$ cat config.mk
export PLATFORM = sky130hd
export DESIGN_NAME = ac_couple_sub_flat
export DESIGN_NICKNAME = d
export VERILOG_FILES = /design/src/rtl/ac_couple_sub_if.sv /design/src/rtl/ac_couple_sub.sv /design/src/flat_wrapper.sv
export SDC_FILE = /design/constraint.sdc
export NUM_CORES = 1
export LEC_CHECK = 0
export BUFFER_PORTS_ARGS = -buffer_cell sky130_fd_sc_hd__buf_2
export CAP_MARGIN = 0
export CORE_MARGIN = 1
export CORE_UTILIZATION = 45
export DETAILED_ROUTE_END_ITERATION = 16
export PLACE_DENSITY = 0.7
export SLEW_MARGIN = 10
export SYNTH_ARGS = -nofsm -noshare
export SYNTH_HDL_FRONTEND = slang
export SYNTH_SLANG_ARGS = --single-unit
$ cat constraint.sdc
create_clock -name clk -period 7.3 [get_ports clk]
set_input_delay 0.73 -clock clk [delete_from_list [all_inputs] [get_ports clk]]
set_output_delay 0.73 -clock clk [all_outputs]
set_load 0.01 [all_outputs]
$ cat src/rtl/ac_couple_sub_if.sv
// Sample stream bundle for the AC-coupling stage.
// Master drives samples; slave returns the coupled stream and mean.
interface ac_couple_sub_if #(
    parameter int DATA_W = 10
);
    logic [DATA_W-1:0] datain;
    logic              in_valid;
    logic              select;
    logic [DATA_W-1:0] dataout;
    logic              out_valid;
    logic [DATA_W-1:0] mean_out;
    logic              mean_upd;

    modport master (
        output datain, in_valid, select,
        input  dataout, out_valid, mean_out, mean_upd
    );

    modport slave (
        input  datain, in_valid, select,
        output dataout, out_valid, mean_out, mean_upd
    );
endinterface

$ cat src/rtl/ac_couple_sub.sv
// Scope AC-coupling: block-mean DC estimate via serial divider,
// subtracted from each live sample and re-centred at mid-scale.
module ac_couple_sub #(
    parameter int DATA_W = 10,
    parameter int WIN    = 640,
    parameter int ACC_W  = 20
) (
    input  logic                 clk,
    input  logic                 rst_n,
    ac_couple_sub_if.slave       bus
);
    localparam int CNT_W = $clog2(WIN);
    localparam int BIT_W = $clog2(ACC_W);
    localparam int AW1   = ACC_W + 1;
    localparam int DW2   = DATA_W + 2;

    localparam logic [CNT_W-1:0]  LAST    = CNT_W'(WIN - 1);
    localparam logic [BIT_W-1:0]  LASTBIT = BIT_W'(ACC_W - 1);
    localparam logic [ACC_W:0]    DIVISOR = AW1'(WIN);
    localparam logic [DATA_W-1:0] HALF    = DATA_W'(1) << (DATA_W - 1);
    localparam logic [DATA_W-1:0] MAXV    = '1;

    typedef enum logic [1:0] {
        ACCUM,
        DIV,
        UPDATE
    } state_t;

    state_t state, state_n;

    logic [ACC_W-1:0]  acc;
    logic [ACC_W-1:0]  rem;
    logic [CNT_W-1:0]  cnt;
    logic [BIT_W-1:0]  bitc;
    logic [DATA_W-1:0] mean_q;
    logic [DATA_W-1:0] dout_q;
    logic              oval_q;
    logic              upd_q;

    logic [ACC_W:0]    trial;
    logic [ACC_W:0]    rem_nxt;
    logic              ge;

    logic signed [DW2-1:0] raw;
    logic [DATA_W-1:0]     sat;

    // One restoring-division step; acc doubles as dividend/quotient
    always_comb begin
        trial   = {rem, acc[ACC_W-1]};
        ge      = (trial >= DIVISOR);
        rem_nxt = ge ? (trial - DIVISOR) : trial;
    end

    always_comb begin
        state_n = state;
        unique case (state)
            ACCUM:  if (bus.in_valid && cnt == LAST) state_n = DIV;
            DIV:    if (bitc == LASTBIT) state_n = UPDATE;
            UPDATE: state_n = ACCUM;
            default: state_n = ACCUM;
        endcase
    end

    always_comb begin
        raw = $signed({2'b00, bus.datain})
            - $signed({2'b00, mean_q})
            + $signed({2'b00, HALF});
        sat = '0;
        if (raw < 0)
            sat = '0;
        else if (raw > $signed({2'b00, MAXV}))
            sat = MAXV;
        else
            sat = raw[DATA_W-1:0];
    end

    always_ff @(posedge clk or negedge rst_n) begin
        if (!rst_n) state <= ACCUM;
        else        state <= state_n;
    end

    always_ff @(posedge clk or negedge rst_n) begin
        if (!rst_n) begin
            acc    <= '0;
            rem    <= '0;
            cnt    <= '0;
            bitc   <= '0;
            mean_q <= HALF;
            upd_q  <= 1'b0;
        end else begin
            upd_q <= (state == UPDATE);
            unique case (state)
                ACCUM: begin
                    rem  <= '0;
                    bitc <= '0;
                    if (bus.in_valid) begin
                        acc <= acc + {{(ACC_W-DATA_W){1'b0}}, bus.datain};
                        cnt <= cnt + 1'b1;
                    end
                end
                DIV: begin
                    rem  <= rem_nxt[ACC_W-1:0];
                    acc  <= {acc[ACC_W-2:0], ge};
                    bitc <= bitc + 1'b1;
                end
                UPDATE: begin
                    mean_q <= acc[DATA_W-1:0];
                    acc    <= '0;
                    cnt    <= '0;
                end
                default: ;
            endcase
        end
    end

    always_ff @(posedge clk or negedge rst_n) begin
        if (!rst_n) begin
            dout_q <= '0;
            oval_q <= 1'b0;
        end else begin
            oval_q <= bus.in_valid;
            dout_q <= bus.select ? sat : bus.datain;
        end
    end

    assign bus.dataout   = dout_q;
    assign bus.out_valid = oval_q;
    assign bus.mean_out  = mean_q;
    assign bus.mean_upd  = upd_q;
endmodule

$ cat src/flat_wrapper.sv
// flat-port wrapper written by rule: the top's interface ports become plain ports
module ac_couple_sub_flat 
#(
    parameter int DATA_W = 10,
    parameter int WIN    = 640,
    parameter int ACC_W  = 20
)
  (clk, rst_n, bus_datain, bus_in_valid, bus_select, bus_dataout, bus_out_valid, bus_mean_out, bus_mean_upd);
  ac_couple_sub_if #(.DATA_W(DATA_W)) bus_i ();
  input  logic clk;
  input  logic rst_n;
  input wire logic [$bits(bus_i.datain)-1:0] bus_datain;
  input wire logic [$bits(bus_i.in_valid)-1:0] bus_in_valid;
  input wire logic [$bits(bus_i.select)-1:0] bus_select;
  output wire logic [$bits(bus_i.dataout)-1:0] bus_dataout;
  output wire logic [$bits(bus_i.out_valid)-1:0] bus_out_valid;
  output wire logic [$bits(bus_i.mean_out)-1:0] bus_mean_out;
  output wire logic [$bits(bus_i.mean_upd)-1:0] bus_mean_upd;
  assign bus_i.datain = bus_datain;
  assign bus_i.in_valid = bus_in_valid;
  assign bus_i.select = bus_select;
  assign bus_dataout = bus_i.dataout;
  assign bus_out_valid = bus_i.out_valid;
  assign bus_mean_out = bus_i.mean_out;
  assign bus_mean_upd = bus_i.mean_upd;
  ac_couple_sub #(.DATA_W(DATA_W), .WIN(WIN), .ACC_W(ACC_W)) u_core (.clk(clk), .rst_n(rst_n), .bus(bus_i));
endmodule
; Yosys cells after proc, flatten, opt, wreduce, memory -nomap -nowiden
; Cells that the tools add are included.
[op_classes]
order_cmp = 3
muxes = 13
addsub = 6
n_eq_ne = 7
reduce_logical = 8
[op_table]
columns = op, n
row1 = $pmux W20 S3, 1
row2 = $mux W10, 4
row3 = $mux W20, 2
row4 = $pmux W20 S2, 1
row5 = $ge A21 B10 Y1 const B, 1
row6 = $add A20 B10 Y20, 1
row7 = $pmux W10 S2, 1
row8 = $sub A20 B10 Y20 const B, 1
row9 = $add A11 B11 Y12 const B, 1
row10 = $gt A12 B11 Y1 const B, 1
row11 = $lt A12 B1 Y1 const B, 1
row12 = $sub A10 B10 Y11, 1
row13 = $add A10 B1 Y10 const B, 1
row14 = $eq A10 B10 Y1 const B, 1
row15 = $pmux W5 S2, 1
row16 = $reduce_and A2 Y1, 3
row17 = $add A5 B1 Y5 const B, 1
row18 = $eq A5 B5 Y1 const B, 1
row19 = $mux W2, 2
row20 = $ne A2 B1 Y1 const B, 2
row21 = $pmux W2 S2, 1
row22 = $reduce_bool A2 Y1, 2
row23 = $reduce_bool A3 Y1, 1
row24 = $eq A2 B1 Y1 const B, 1
row25 = other kinds (4), 4
[totals]
ff_bits = 79
out_inout_bits = 22
wordCells = 46
in_bits = 14

; Depth between registers and ports, before layout
[logic_depth]
depth_word = 6
mapped_depth = 14
ltp_nobuf = 13

; Least setup slack after synthesis
; No wires, ideal clock.
[synth_timing]
path_kind = input -> register
from = in bus_datain[0]
to = reg u_core.dout_q[2], in the netlist u_core.bus.dataout[2]
required_time_ns = 7.149
path_stages = 14
setup_time_ns = 0.151
path_buffers = 1
arrival_ns = 3.269
path_slack_ns = 3.880
path_cell_list = inv_1 > ha_1 > fa_1 > nor2b_1 > o31a_1 > o2111a_1 > or2_1 > clkbuf_1 > inv_2 > ha_1 > and3_1 > nand4b_1 > o311ai_1 > a41oi_1
[synth_via]
elab_chain_len = 6
elab_cells_between_ends = 7
cone_classes = add/sub: 2 / order compare: 2 / mux: 3
[synth_lines]
columns = element, line_no
row1 = start: declaration, flat_wrapper.sv:12  ; input wire logic [$bits(bus_i.datain)-1:0] bus_datain;
row2 = $sub A10 B10 Y11 (*), ac_couple_sub.sv:66  ; - $signed({2'b00, mean_q})
row3 = $add A11 B11 Y12 (*), ac_couple_sub.sv:67  ; + $signed({2'b00, HALF});
row4 = $gt A12 B11 Y1, ac_couple_sub.sv:71  ; else if (raw > $signed({2'b00, MAXV}))
row5 = $mux W10, ac_couple_sub.sv:71
row6 = $mux W10 (*), ac_couple_sub.sv:69  ; if (raw < 0)
row7 = $mux W10 (*), ac_couple_sub.sv:122  ; dout_q <= bus.select ? sat : bus.datain;
row8 = end signal: assignment, ac_couple_sub.sv:122
row9 = end: declaration, ac_couple_sub.sv:36  ; logic [DATA_W-1:0] dout_q;
; Mark *: on every way between the ends. The rest lies on a longest branch, timed or not.
; A chain may end at the register's enable or synchronous reset.

; Worst setup path in the final report
; Same ends and word-level chain as after synthesis.

==> key figures <==
Run status
  • Outcome: finished clean

Drt
  • Router iterations before antenna repair: 4
  • Vias post-DR: 4,412
  • WL final: 11,950 µm
  • DRT iter0 DRCs: 301
  • Via/cell ratio: 5.962
  • Wire length per cell: 16.14 µm
  • Drc violations: 0
  • Antenna viol nets, final: 0

Placed design
  • Placed Cells: 724
  • Placed cell areas: 5449 µm²
  • Port bufs: 35
  • Post-DP HPWL: 8288 µm
  • Pre-CTS WS: 3414 ps
  • RD Place Congestion: 0.8950

Clocking
  • Cts hold-fix bufs: 0
  • TritonCTS clock tree: built
  • Setup Buffers After CTS: 0
  • H-tree Lvls: 3
  • Clk root buf: clkbuf_16
  • Post-CTS sizing: 0
  • Cts bufs inserted: 9
  • Clock Path Buffers: 2
  • Clk sinks: 79
  • Worst-path clk slew: 60 ps
  • Latest clock arrival within the worst-skew pair: 330 ps

Floorplanning
  • Die Footprint: 11,950 µm²
  • Die Span X: 109.3 µm
  • Core area: 11,030 µm²
  • DIE HEIGHT: 109.3 µm
  • Starting Density: 46.99%
  • Ports: 36
  • Cell row count: 38

Synthesis
  • #FFs+latches synth: 79
  • Cell variety after synth: 70
  • Async S/R FF share, synth: 100.0%
  • Post-Syn Instances: 574
  • Post-synth EDFFs: 0
  • Sequential fraction of the synthesis area: 38.16%
  • Ys flop type: dfrtp_1
  • Synth Area per Inst: 9.031 µm²
  • Mapped cell area: 5184 µm²
  • Syn_nets: 618
  • Synth Warn #: 0

Critical path
  • Slowest CP cell: o311ai_1
  • Crit path kind: in2reg
  • Worst path arrival time: 3790 ps
  • Worst path bufs/invs: 3
  • Crit path required time: 7480 ps
  • Setup crit start kind: input port
  • Most used cell, CP: ha_1
  • Worst-path maximum fanout: 7
  • Top cell family by delay on the critical path: compound AO/OA/AOI/OAI gates
  • CP Capture Type: flop
  • Critical Path, Cell by Cell: buf_2 > inv_1 > ha_1 > fa_1 > nor2b_1 > o31a_1 > o2111a_1 > or2_1 > inv_2 > ha_1 > and3_1 > nand4b_1 > o311ai_1 > a41oi_1
  • Max stage delay on crit path: 620 ps

Timing
  • Smallest setup slack after layout: 3685 ps
  • RSZ-0062 raised after global routing: false
  • Period minus WS final: 3615 ps
  • Post-route clock period utilization: 49.53%
  • Slew Viols, Final: 0
  • Fmax achieved: 276.6 MHz
  • TNS Setup: 0 ps
  • Hold Violations, Final: 0
  • Slew HR: 33.36%
  • Slew of the pin with the lowest slew margin: 999.5 ps
  • Clock Skew: 5.716 ps
  • Final setup fails: 0

Global route
  • Initial antenna violation count: 0
  • Maximum number of pins on one net before global-route repair: 80
  • Total track usage: 21.76%
  • Vias in the first global route: 4,278
  • First-pass GRT wire length: 20,430 µm
  • Grt ovf: 0

Power and ir drop
  • Pleak: 2.620 nW
  • Power density over cell area: 255.2 nW/µm²
  • Max rail drop VDD: 0.1163 mV

Final layout
  • Share of cells above drive strength 1: 10.67%
  • Final nets: 639
  • Antenna fix cells: 0
  • Syn-to-layout area delta: 10.48%
  • Final Cell Area: 5727 µm²
  • Non-filler instance count after layout: 740

Run
  • Max-cap violations: 0

Hold path
  • Worst Hold Class: reg2reg
## registers in the layout (all words and copies together) (netlist names)
name / count
u_core.bus.dataout: 10
u_core.state: 2
u_core.cnt: 10
u_core.bitc: 5
u_core.acc: 20
u_core.bus.out_valid: 1
u_core.rem: 20
u_core.bus.mean_out: 10
u_core.bus.mean_upd: 1
## cell usage in the layout, fill, tap and decap left out, types with 10 or more instances in the layout
cell type / instances
ha_1: 28
nand2b_1: 11
nor3_1: 13
a21oi_1: 30
a21o_1: 17
buf_2: 34
a211oi_1: 10
nor2b_1: 14
nand2_1: 54
xor2_1: 20
o21ai_0: 29
nand3_1: 15
nor2_1: 33
inv_1: 30
o21ai_1: 10
nand4_1: 10
dfrtp_1: 78
## metal layers
metal  global-route usage, %  routed length [µm]  share of wire [%]  vias to the layer above
li1                        -                   -                  -                     2133
met1                   29.31                5744                 48                     2158
met2                   34.37                5538                 46                      102
met3                   4.386                 490                4.1                       19
met4                   8.476                 173                1.4                        0
met5                       0                   0                  0                        -
## synth_stat cells (all sizes together) (10+ instances only)
cell type,count,area share [%]
dfrtp,78,38
nand2,54,3.9
o21ai,39,3.8
inv,33,2.4
nor2,33,2.4
a21oi,30,2.9
ha,28,6.8
clkbuf,24,1.7
xor2,20,3.4
a21o,17,2.5
nand3,15,1.4
nor2b,14,1.7
nor3,13,1.3
nand2b,11,1.3
a211oi,10,1.4
nand4,10,1.2
## stage by stage
stage                     hold WS, ps  total power (W)  utilization (%)
final                           513.1         0.001461            51.92
after global placement          484.2         0.001022            49.40
after floorplan                 434.4        0.0009189                -
after detailed placement        499.0         0.001035            49.40
after global routing            542.5         0.001562            51.92
after CTS                       517.3         0.001470            51.92
## worst reg2reg max path, cell delays in order, from the launching register on
cell      delay, ps
dfrtp_1         400
ha_1            230
fa_1            400
nor2b_1         220
o31a_1          230
o2111a_1        210
or2_1           210
inv_2           110
ha_1            280
and3_1          140
nand4b_1         90
o311ai_1        620
a41oi_1         200
## cell type report
cell class | instances | area, µm²
inverters | 33 | 123.9
clock buffers | 13 | 260.3
repair buffers | 37 | 192.7
flip-flops and latches | 79 | 1978
well taps | 140 | 175.2
clock inverters | 3 | 17.52
multi-input cells | 435 | 2979
fillers | 1005 | 5304
## report_power, final
| group | total [W] | switching [W] | internal (W) |
|---|---|---|---|
| logic | 0.000466 | 0.000268 | 0.000199 |
| registers | 0.000573 | 0.0000737 | 0.000500 |
| clock network | 0.000422 | 0.000174 | 0.000248 |
| total | 0.00146 | 0.000515 | 0.000946 |
## final timing paths
kind | start | endpoint | slack (ps) | cells after the start
max | bus_datain[0] | u_core.bus.dataout[2]$_DFF_PN0_ | 3680 | 14
min | u_core.rem[5]$_DFFE_PN0P_ | u_core.rem[6]$_DFFE_PN0P_ | 510 | 2
max reg2reg | u_core.bus.mean_out[0]$_DFFE_PN0P_ | u_core.bus.dataout[2]$_DFF_PN0_ | 3800 | 12
min reg2reg | u_core.rem[5]$_DFFE_PN0P_ | u_core.rem[6]$_DFFE_PN0P_ | 510 | 2
max in group asynchronous | rst_n | u_core.cnt[4]$_DFFE_PN0P_ | 6090 | 1
min in group asynchronous | rst_n | u_core.bus.dataout[5]$_DFF_PN0_ | 570 | 1
## cell families (layout without fill, tap and decap cells)
kind of cell	Yosys count	count (layout)	synth area share, %
buffers and inverters	60	86	4.369
and+or+nand+nor	199	199	20.44
DFF	79	79	38.16
adders and majority gates	30	30	7.531
muxes	12	12	2.390
AOI/OAI and AO/OA	165	165	22.21
xor gates and xnor gates	29	29	4.900
(Power assumes the default switching activity.)
